**src/rtl/spi_transmit_da2.sv**
```systemverilog
// spi_transmit_da2: dual-channel serial feeder for a two-DAC module.
// Each frame sends one 16-bit word to each DAC on a shared sclk/ncs.
//
// Parameters
//   HALF_PERIOD : clk cycles per sclk half-period (1..255)
//   PD_MODE     : power-down bits placed in every word
// Ports
//   clk    : system clock
//   rst    : synchronous reset, active low
//   data1  : channel-1 DAC code (12 bits)
//   data2  : channel-2 DAC code (12 bits)
//   start  : request one frame on both channels
//   sclk   : shared SPI clock, idle high
//   ncs    : shared active-low frame sync
//   sdata1 : serial data, channel 1
//   sdata2 : serial data, channel 2
//   done   : one-cycle pulse at frame end
//   busy   : high during frame and trailing gap
module spi_transmit_da2 #(
  parameter int         HALF_PERIOD = 2,
  parameter logic [1:0] PD_MODE     = 2'b00
) (
  input  logic        clk,
  input  logic        rst,
  input  logic [11:0] data1,
  input  logic [11:0] data2,
  input  logic        start,
  output logic        sclk,
  output logic        ncs,
  output logic        sdata1,
  output logic        sdata2,
  output logic        done,
  output logic        busy
);

  typedef enum logic [1:0] {
    S_IDLE,
    S_SHIFT,
    S_GAP
  } state_t;

  localparam logic [7:0] HP_LAST = 8'(HALF_PERIOD - 1);

  state_t      r_state;
  logic [7:0]  r_hcnt;
  logic [3:0]  r_bcnt;
  logic        r_gap;
  logic [15:0] r_sh1;
  logic [15:0] r_sh2;
  logic        r_sclk;
  logic        r_ncs;
  logic        r_sd1;
  logic        r_sd2;
  logic        r_done;
  logic        r_busy;

  logic [15:0] w_word1;
  logic [15:0] w_word2;
  logic        w_half_end;
  logic        w_last_bit;

  assign w_word1    = {2'b00, PD_MODE, data1};
  assign w_word2    = {2'b00, PD_MODE, data2};
  assign w_half_end = (r_hcnt == HP_LAST);
  assign w_last_bit = (r_bcnt == 4'd15);

  always_ff @(posedge clk) begin
    if (!rst) begin
      r_state <= S_IDLE;
      r_hcnt  <= 8'd0;
      r_bcnt  <= 4'd0;
      r_gap   <= 1'b0;
      r_sh1   <= 16'd0;
      r_sh2   <= 16'd0;
      r_sclk  <= 1'b1;
      r_ncs   <= 1'b1;
      r_sd1   <= 1'b0;
      r_sd2   <= 1'b0;
      r_done  <= 1'b0;
      r_busy  <= 1'b0;
    end else begin
      r_done <= 1'b0;
      unique case (r_state)
        S_IDLE: begin
          if (start) begin
            // MSB goes out immediately; the rest waits in the shifter
            r_state <= S_SHIFT;
            r_ncs   <= 1'b0;
            r_sclk  <= 1'b1;
            r_sd1   <= w_word1[15];
            r_sd2   <= w_word2[15];
            r_sh1   <= {w_word1[14:0], 1'b0};
            r_sh2   <= {w_word2[14:0], 1'b0};
            r_hcnt  <= 8'd0;
            r_bcnt  <= 4'd0;
            r_busy  <= 1'b1;
          end
        end
        S_SHIFT: begin
          if (!w_half_end) begin
            r_hcnt <= r_hcnt + 8'd1;
          end else begin
            r_hcnt <= 8'd0;
            if (r_sclk) begin
              r_sclk <= 1'b0;
            end else if (w_last_bit) begin
              r_state <= S_GAP;
              r_ncs   <= 1'b1;
              r_sclk  <= 1'b1;
              r_sd1   <= 1'b0;
              r_sd2   <= 1'b0;
              r_sh1   <= 16'd0;
              r_sh2   <= 16'd0;
              r_bcnt  <= 4'd0;
              r_gap   <= 1'b0;
              r_done  <= 1'b1;
            end else begin
              // new bit only on the rising sclk edge
              r_bcnt <= r_bcnt + 4'd1;
              r_sclk <= 1'b1;
              r_sd1  <= r_sh1[15];
              r_sd2  <= r_sh2[15];
              r_sh1  <= {r_sh1[14:0], 1'b0};
              r_sh2  <= {r_sh2[14:0], 1'b0};
            end
          end
        end
        S_GAP: begin
          if (r_gap) begin
            r_state <= S_IDLE;
            r_gap   <= 1'b0;
            r_busy  <= 1'b0;
          end else begin
            r_gap <= 1'b1;
          end
        end
        default: begin
          r_state <= S_IDLE;
        end
      endcase
    end
  end

  assign sclk   = r_sclk;
  assign ncs    = r_ncs;
  assign sdata1 = r_sd1;
  assign sdata2 = r_sd2;
  assign done   = r_done;
  assign busy   = r_busy;

endmodule

```
**config.mk**
```make
export PLATFORM = sky130hd
export DESIGN_NAME = spi_transmit_da2
export DESIGN_NICKNAME = d
export VERILOG_FILES = /design/src/rtl/spi_transmit_da2.sv
export SDC_FILE = /design/constraint.sdc
export NUM_CORES = 1
export LEC_CHECK = 0
export ABC_CLOCK_PERIOD_IN_PS = 5000
export CAP_MARGIN = 20
export CORE_AREA = 2 2 67 69
export DETAILED_ROUTE_END_ITERATION = 6
export DIE_AREA = 0 0 69 71
export MAX_ROUTING_LAYER = met4
export PLACE_DENSITY = 0.81
export SKIP_LAST_GASP = 1
export SLEW_MARGIN = 20
export SYNTH_ARGS = -nofsm -noshare
export SYNTH_HDL_FRONTEND = slang
export SYNTH_SLANG_ARGS = --single-unit
export TNS_END_PERCENT = 1
```
**constraint.sdc**
```tcl
create_clock -name clk -period 5 [get_ports clk]
set_clock_uncertainty 0.05 [all_clocks]
set_input_delay 1.25 -clock clk [delete_from_list [all_inputs] [get_ports clk]]
set_output_delay 1.25 -clock clk [all_outputs]
set_load 0.05 [all_outputs]
```
==> flow_summary.json, run 1 <==
{
  "status": "complete, no violations",
  "critPathLaunch": "start",
  "cap_viol_max_count": 0,
  "grt_pass1_wl_um": 8620,
  "clock-sinks": 51,
  "cts_tree": "built",
  "drt-pass1-iter-count": 5,
  "p_clk_share_pct": 33.9,
  "synth_top_cell_area_share_pct": 44.1,
  "switching_share_pct": 25.6,
  "critPathMaxStageDelay_ns": 0.52,
  "gp_congestion": 0.821,
  "drc_errors": 0,
  "cts-hold-fix-buffers": 0,
  "cts_setup_buffers": 0,
  "ys_warn_count": 0,
  "coreArea_um2": 4200,
  "place_hpwl_um": 3040,
  "grt_use_total_pct": 21.8,
  "drive_gt1_share_pct": 6.41,
  "rows": 24,
  "syn_area_um2": 2310,
  "htree_levels": 2,
  "regArea_um2": 1020,
  "hold_violations": 0,
  "crit_required_ns": 5.18,
  "synth_seq_cells": 51,
  "vias": 1995,
  "avgSynthCellArea_um2": 8.87,
  "numCtsBuffers": 5,
  "muxShareOfSynthArea_pct": 4.32,
  "tns_ns": 0,
  "grt_pass1_vias": 1871,
  "initial_utilization_pct": 55.1,
  "die_w_um": 69,
  "crit_slowest_cell": "and2_1",
  "multi_input_area_um2": 1150,
  "path_max_fanout": 29,
  "viasPerCell": 5.99,
  "n_antenna_cell": 0,
  "cts-root-buf": "clkbuf_8",
  "first_iter_violations": 151,
  "die_area_um2": 4900,
  "synth_top_family_by_area": "compound AO/OA/AOI/OAI gates",
  "antenna_found_initial": 0,
  "synthFlopType": "dfxtp_1",
  "synth-simple-area-share_pct": 17.2,
  "reg2reg_to": "r_sh2[15]$_SDFFE_PN0P_",
  "clk_pin_slew_ns": 0.09,
  "criticalPathCategory": "in -> reg",
  "grt_overflow": 0,
  "synth_top_cell_by_area": "dfxtp_1",
  "irDropWorstVdd_uv": 158,
  "async_flop_share_pct": 0,
  "path_cells": "clkdlybuf4s50_1 -> nor2_1 -> nor2_1 -> buf_4 -> and2_1 -> buf_4 -> mux2i_1",
  "synth-seq-area-share_pct": 44.1,
  "ctsLongestPathBuffers": 2,
  "switchingPower_w": 0.000223,
  "final_common_cell": "dfxtp_1",
  "min_to": "r_sh1[1]$_SDFFE_PN0P_",
  "cts_resized": 0,
  "power_frac_comb_pct": 15.3,
  "fin_crit_ns": 3.12,
  "final_cell_mix": "dfxtp_1, clkdlybuf4s50_1, a21oi_1",
  "synth_fa_ha_area_share_pct": 1.62,
  "synth_compound_area_share_pct": 26.5,
  "rrSetupSlack_ns": 2.11,
  "internal_power_w": 0.000650,
  "io_pins": 33,
  "dieHeight_um": 71,
  "timing.final.crit_share_pct": 62.3,
  "ant_nets": 0,
  "tightest_slew_ns": 1.10,
  "crit_path_start_kind": "input port",
  "critPathTopFamily": "buffers and inverters",
  "max_freq_mhz": 321,
  "timing.rr.start": "r_hcnt[0]$_SDFFE_PN0P_",
  "ys_top_cells_by_area": "dfxtp_1, a22oi_1, a211oi_1, a21oi_1, mux2i_1",
  "min-delay-start": "r_sh1[1]$_SDFFE_PN0P_",
  "syn_nets": 291,
  "synth_cell_types": 39,
  "drv_slew": 0,
  "synth-xor-area-share_pct": 0,
  "syn_inst": 261,
  "synth-edff-count": 0,
  "hold_class": "reg -> reg",
  "rsz0062_at_grt": "false",
  "path_buf_inv": 3,
  "grt_max_degree": 42,
  "wirelength_um": 5030,
  "leakage_nw": 0.988,
  "utilization_pct": 64.8,
  "setup_viol_count_final": 0,
  "port_buffers": 32,
  "post_drt_wl_per_cell_um": 15.1,
  "endpoint_kind": "flop",
  "reg2reg_depth": 6,
  "maxSlewHeadroom_pct": 26.5,
  "power_frac_seq_pct": 50.8,
  "power.density_nw_per_um2": 321,
  "min_path_cells": 2,
  "area_growth_pct": 17.7,
  "fill_cells": 363,
  "critPathArrivalTime_ns": 3.30,
  "clock_latency_ns": 0.30,
  "fin_nets": 310
}
[stage by stage]
step                      cells  instance area, um^2  worst slack [ns]  hold slack [ns]  power, W
after CTS                   333                 2720              1.89            0.410  0.000881
after detailed placement    325                 2610              1.56            0.397  0.000586
after floorplan             261                 2310              2.65            0.378  0.000548
after global routing        333                 2720              1.72            0.420  0.000913
after global placement      325                 2610              1.59            0.387  0.000584
final                       333                 2720              1.88            0.405  0.000874
[synth_stat cells (2+ instances only)]
library cell and number:
o21ai_1 2, nand2b_1 2, o22ai_1 2, nand3_1 17
nand2_1 23, a311oi_1 2, a21oi_1 27, ha_1 3
buf_4 2, nand4b_1 4, a31oi_1 2, and3_1 4
nor2_1 10, o21ai_0 6, a22oi_1 23, inv_1 5
a211oi_1 22, mux2i_1 10, buf_6 2, clkbuf_1 17
nor3_1 2, buf_2 2, dfxtp_1 51, and2_1 2
or2_2 2, nor4_1 2, nand4_1 3
[worst max path at each step]
stage | cells past startpoint | end
2_1_floorplan | 6 | r_sh1[2]$_SDFFE_PN0P_
3_3_place_gp | 5 | r_bcnt[3]$_SDFFE_PN0P_
3_5_place_dp | 5 | r_bcnt[3]$_SDFFE_PN0P_
4_1_cts | 5 | r_bcnt[3]$_SDFFE_PN0P_
5_1_grt | 7 | r_sh2[15]$_SDFFE_PN0P_
6_report | 7 | r_sh2[15]$_SDFFE_PN0P_
[final cells by class]
class / count / area share, %
Multi-Input combinational cell: 181 / 42.3
Sequential cell: 51 / 37.5
Timing Repair Buffer: 36 / 12.9
Clock buffer: 6 / 3.03
Tap cell: 52 / 2.39
Clock inverter: 2 / 1.29
Inverter: 5 / 0.689
[power groups by stage]
| stage | Combinational (W) | Sequential (W) | Clock (W) |
|---|---|---|---|
| after global placement | 0.000132 | 0.000452 | 0 |
| after global routing | 0.000148 | 0.000447 | 0.000318 |
| final | 0.000134 | 0.000444 | 0.000296 |
| after CTS | 0.000134 | 0.000443 | 0.000303 |
| after floorplan | 0.0000911 | 0.000457 | 0 |
| after detailed placement | 0.000134 | 0.000452 | 0 |
[metal layers]
metal	global-route usage (%)	vias up	wire (um)
li1	-	1017	-
met1	27.5	918	2360
met2	35.0	53	2360
met3	5.41	7	249
met4	5.88	0	52
met5	-	-	0
[worst min-delay path, cell delays in order, from the launching register on]
cell and delay, ns:
dfxtp_1 0.32, nand2_1 0.05, o21ai_1 0.05
[flip-flops by register name, summed over array words and instances, names as in the netlist]
name / cells
done: 1
r_sh1: 15
r_hcnt: 8
ncs: 1
busy: 1
sclk: 1
sdata2: 1
r_state: 2
sdata1: 1
r_gap: 1
r_sh2: 15
r_bcnt: 4
[kinds of logic (layout without fill, tap and decap cells)]
group           count (synthesis)  after routing
compound gates                 91             91
fa+ha+maj                       3              3
buf+inv                        29             49
flops                          51             51
mux                            10             10
simple gates                   77             77
Note: power is estimated with default switching activity, not from simulation.
==> run 2: changes to the inputs <==
Settings changed: ABC_CLOCK_PERIOD_IN_PS 5000 to 3200, CORE_AREA 2 2 67 69 to 2 2 69 71, DIE_AREA 0 0 69 71 to 0 0 71 73, PLACE_DENSITY 0.81 to 0.77.
Clock period 5 ns to 3.2 ns, I/O delays scaled along.
==> run 2 against run 1 <==
Global-route usage down 2.1 points. Non-clock buffer count up 4. Highest routed layer unchanged. First-iteration DRC count up 12%. Critical path depth unchanged. Clock-buffer cell count unchanged. Largest cell class unchanged. Die area up 5.8%. Hold slack better by 0.0041 ns.
==> flow_summary.json, run 2 (synthesized netlist as in run 1, its figures left out) <==
{
  "ctsLongestPathBuffers": 2,
  "path_cells": "ha_1 -> or4b_4 -> o21ai_4 -> buf_4 -> and2_1 -> buf_4 -> mux2i_1",
  "post_drt_wl_per_cell_um": 14.5,
  "port_buffers": 32,
  "initial_utilization_pct": 51.0,
  "hold_violations": 0,
  "vias": 2014,
  "endpoint_kind": "flop",
  "irDropWorstVdd_uv": 236,
  "gp_congestion": 0.838,
  "drt-pass1-iter-count": 4,
  "switching_share_pct": 24.0,
  "drv_slew": 0,
  "maxSlewHeadroom_pct": 52.7,
  "ant_nets": 0,
  "reg2reg_depth": 7,
  "power_frac_seq_pct": 48.8,
  "setup_ws_ns": 0.799,
  "rows": 25,
  "wirelength_um": 4930,
  "internal_power_w": 0.00108,
  "place_hpwl_um": 3070,
  "cts-hold-fix-buffers": 0,
  "dp_slack_ns": 0.820,
  "crit_top_cell": "buf_4",
  "grt_overflow": 0,
  "grt_pass1_wl_um": 8050,
  "power.density_nw_per_um2": 512,
  "clock_latency_ns": 0.30,
  "hold_class": "reg -> reg",
  "htree_levels": 2,
  "critPathArrivalTime_ns": 2.58,
  "die_w_um": 71,
  "fill_cells": 384,
  "timing.rr.start": "r_hcnt[0]$_SDFFE_PN0P_",
  "dieHeight_um": 73,
  "clock-sinks": 51,
  "grt_pass1_vias": 1848,
  "cts_resized": 0,
  "area_growth_pct": 19.7,
  "cts_setup_buffers": 0,
  "io_pins": 33,
  "rsz0062_at_grt": "false",
  "power_frac_comb_pct": 15.0,
  "reg2reg_to": "sdata1$_SDFFE_PN0P_",
  "grt_use_total_pct": 19.7,
  "timing.final.crit_share_pct": 75.0,
  "drc_errors": 0,
  "grt_max_degree": 41,
  "min_path_cells": 2,
  "final_cell_mix": "dfxtp_1, clkdlybuf4s50_1, a21oi_1",
  "multi_input_area_um2": 1150,
  "first_iter_violations": 169,
  "min_to": "r_sh1[1]$_SDFFE_PN0P_",
  "fin_crit_ns": 2.40,
  "critPathMaxStageDelay_ns": 0.50,
  "fin_nets": 314,
  "numCtsBuffers": 5,
  "regArea_um2": 1020,
  "viasPerCell": 5.94,
  "cts-root-buf": "clkbuf_8",
  "switchingPower_w": 0.000341,
  "rrSetupSlack_ns": 0.80,
  "tns_ns": 0,
  "path_max_fanout": 36,
  "drive_gt1_share_pct": 7.37,
  "path_buf_inv": 2,
  "critPathTopFamily": "simple AND/OR/NAND/NOR gates",
  "crit_slowest_cell": "or4b_4",
  "min-delay-start": "r_sh1[1]$_SDFFE_PN0P_",
  "tightest_slew_ns": 0.700,
  "criticalPathCategory": "reg -> reg",
  "leakage_nw": 1.01,
  "setup_viol_count_final": 0,
  "clk_pin_slew_ns": 0.09,
  "final_common_cell": "dfxtp_1",
  "die_area_um2": 5180,
  "coreArea_um2": 4540,
  "antenna_found_initial": 0,
  "max_freq_mhz": 416,
  "cts_tree": "built",
  "top_regs": "r_sh1: 15 flops, r_sh2: 15 flops, r_hcnt: 8 flops",
  "crit_path_start_kind": "flop",
  "cap_viol_max_count": 0,
  "p_clk_share_pct": 36.2,
  "status": "complete, no violations",
  "n_antenna_cell": 0,
  "crit_required_ns": 3.38
}
run 2: worst max-delay path by stage:
stage	cells past startpoint	startpoint	end
global route	7	r_hcnt[0]$_SDFFE_PN0P_	sdata1$_SDFFE_PN0P_
global placement	5	rst	r_bcnt[3]$_SDFFE_PN0P_
floorplan	6	sclk$_SDFFE_PN1P_	r_sh1[13]$_SDFFE_PN0P_
CTS	7	r_hcnt[0]$_SDFFE_PN0P_	sdata1$_SDFFE_PN0P_
finish	7	r_hcnt[0]$_SDFFE_PN0P_	sdata1$_SDFFE_PN0P_
detailed placement	7	r_hcnt[0]$_SDFFE_PN0P_	sdata1$_SDFFE_PN0P_
run 2: stage by stage:
| stage | instances | util, % | hold WS, ns | power (W) | cell area [um^2] |
|---|---|---|---|---|---|
| after floorplan | 261 | - | 0.378 | 0.000856 | 2310 |
| after global placement | 331 | 58.2 | 0.386 | 0.000917 | 2640 |
| after detailed placement | 331 | 58.2 | 0.394 | 0.000919 | 2640 |
| after CTS | 339 | 61.1 | 0.407 | 0.00143 | 2770 |
| after global routing | 339 | 61.1 | 0.434 | 0.00148 | 2770 |
| final | 339 | 61.1 | 0.409 | 0.00142 | 2770 |
run 2: final cells by class:
| class | instances | share of cell area [%] |
|---|---|---|
| clock buffers | 6 | 2.62 |
| clock inverters | 2 | 2.17 |
| inverters | 5 | 0.677 |
| multi-input cells | 181 | 41.5 |
| flip-flops and latches | 51 | 36.8 |
| well taps | 54 | 2.44 |
| repair buffers | 40 | 13.7 |
run 2: per-layer routing:
metal	vias to the layer above	track usage, %	share of wire [%]
li1	1020	-	-
met1	928	25.7	48
met2	62	30.3	47
met3	4	4.70	4.9
met4	0	6.08	0.77
met5	-	-	0
run 2: worst reg2reg max path: cells and delay by family (launching register included):
| family | cells | cell delay [ns] |
|---|---|---|
| AOI/OAI and AO/OA | 1 | 0.15 |
| adders and majority gates | 1 | 0.17 |
| buffers and inverters | 2 | 0.64 |
| DFF | 1 | 0.41 |
| muxes | 1 | 0.25 |
| and+or+nand+nor | 2 | 0.67 |
run 2: power by group through the flow:
| stage | Sequential [W] | Combinational, W | Clock [W] |
|---|---|---|---|
| global route | 0.000697 | 0.000234 | 0.000552 |
| finish | 0.000692 | 0.000213 | 0.000514 |
| global placement | 0.000707 | 0.000211 | 0 |
| CTS | 0.000692 | 0.000214 | 0.000527 |
| detailed placement | 0.000706 | 0.000213 | 0 |
| floorplan | 0.000714 | 0.000142 | 0 |
==> run 3: changes to the inputs <==
Settings changed: ABC_CLOCK_PERIOD_IN_PS 3200 to 2400.
Clock period 3.2 ns to 2.4 ns, I/O delays scaled along.
==> run 3 against run 2 <==
Core utilization is 0.19 points higher. Setup slack worse by 0.52 ns. Hold slack worse by 0.0051 ns. Critical path depth is 6 lower. Design area is 0.32% higher. Register-to-register slack worse by 0.42 ns. Highest routed layer unchanged. Clock power is 4.5% higher. First-iteration DRC count is 27% lower. Die area stayed put. Global-route usage is 1.7 points higher.
==> flow_summary.json, run 3 (synthesized netlist as in run 1, its figures left out) <==
{
  "critPathArrivalTime_ns": 1.47,
  "final_common_cell": "dfxtp_1",
  "drive_gt1_share_pct": 9.00,
  "top_regs": "r_sh1: 15 flops, r_sh2: 15 flops, r_hcnt: 8 flops",
  "grt_overflow": 0,
  "tns_ns": 0,
  "cap_viol_max_count": 0,
  "cts_tree": "built",
  "critPathMaxStageDelay_ns": 0.81,
  "port_buffers": 32,
  "gp_congestion": 0.851,
  "leakage_nw": 1.02,
  "status": "complete, no violations",
  "path_buf_inv": 1,
  "die_area_um2": 5180,
  "coreArea_um2": 4540,
  "io_pins": 33,
  "placedCellCount": 335,
  "drt-pass1-iter-count": 4,
  "wirelength_um": 5120,
  "numCtsBuffers": 5,
  "max_freq_mhz": 471,
  "crit_slowest_cell": "clkdlybuf4s50_1",
  "place_hpwl_um": 3270,
  "timing.final.crit_share_pct": 88.4,
  "dieHeight_um": 73,
  "cts_setup_buffers": 0,
  "endpoint_kind": "output port",
  "final_cell_mix": "dfxtp_1, clkdlybuf4s50_1, a21oi_1",
  "viasPerCell": 5.91,
  "cts-root-buf": "clkbuf_8",
  "fill_cells": 407,
  "setup_viol_count_final": 0,
  "power_w": 0.00176,
  "initial_utilization_pct": 51.0,
  "vias": 2026,
  "crit_required_ns": 1.75,
  "clock-sinks": 51,
  "clock_latency_ns": 0.31,
  "htree_levels": 2,
  "die_w_um": 71,
  "fin_cells": 343,
  "setup_ws_ns": 0.279,
  "rsz0062_at_grt": "false",
  "grt_pass1_wl_um": 8690,
  "fin_nets": 318,
  "cts_resized": 0,
  "drv_slew": 0,
  "maxSlewHeadroom_pct": 66.8,
  "hold_violations": 0,
  "tightest_slew_ns": 0.496,
  "post_drt_wl_per_cell_um": 14.9,
  "power.density_nw_per_um2": 632,
  "clk_pin_slew_ns": 0.10,
  "path_max_fanout": 3,
  "irDropWorstVdd_uv": 292,
  "dp_slack_ns": 0.329,
  "antenna_found_initial": 0,
  "drc_errors": 0,
  "ant_nets": 0,
  "fin_crit_ns": 2.12,
  "hold_class": "reg -> reg",
  "crit_path_start_kind": "flop",
  "cts-hold-fix-buffers": 0,
  "first_iter_violations": 123,
  "criticalPathCategory": "reg -> out",
  "critPathTopFamily": "buffers and inverters",
  "area_growth_pct": 20.1,
  "path_cells": "clkdlybuf4s50_1",
  "ctsLongestPathBuffers": 2,
  "grt_use_total_pct": 21.3,
  "rows": 25,
  "n_antenna_cell": 0,
  "grt_max_degree": 33,
  "grt_pass1_vias": 1943
}
## run 3: metal layers
metal  routed length, um  GRT usage [%]  part of all wire, %
met3                 247           4.56                  4.8
met5                   0              -                    0
met1                2370           26.3                   46
met2                2420           34.2                   47
met4                  77           8.81                  1.5
## run 3: power by group
group | switching (W) | internal [W] | total, W | leakage (nW)
Clock | 0.000301 | 0.000236 | 0.000537 | 0.0474
Combinational | 0.000161 | 0.000136 | 0.000297 | 0.552
Sequential | 0.0000286 | 0.000895 | 0.000923 | 0.418
## run 3: path summary, 6_finish.rpt
check | startpoint | to | slack, ns | depth (start not counted)
setup / recovery | busy$_SDFFE_PN0P_ | busy | 0.28 | 1
hold / removal | r_sh1[1]$_SDFFE_PN0P_ | r_sh1[1]$_SDFFE_PN0P_ | 0.40 | 2
setup reg to reg | r_hcnt[0]$_SDFFE_PN0P_ | r_sh2[8]$_SDFFE_PN0P_ | 0.38 | 6
hold reg to reg | r_sh1[1]$_SDFFE_PN0P_ | r_sh1[1]$_SDFFE_PN0P_ | 0.40 | 2
## run 3: worst min-delay path, delay by kind of cell (launching register included)
family	cells	cell delay [ns]
flops	1	0.32
simple gates	1	0.05
compound gates	1	0.05
## run 3: area by class of cell
type                    count  area, um^2  share of cell area, %
multi-input cells         181        1150                   41.4
clock inverters             2        16.3                  0.585
clock buffers               6        82.6                   2.97
inverters                   5        18.8                  0.675
repair buffers             44         423                   15.2
flip-flops and latches     51        1020                   36.7
well taps                  54        67.6                   2.43
## run 3: stage by stage
| stage | util, % | hold WS [ns] | cell area (um^2) |
|---|---|---|---|
| final | 61.3 | 0.404 | 2780 |
| after global routing | 61.3 | 0.435 | 2780 |
| after CTS | 61.3 | 0.406 | 2780 |
| after detailed placement | 59.1 | 0.392 | 2680 |
| after global placement | 59.1 | 0.386 | 2680 |
| after floorplan | - | 0.378 | 2310 |
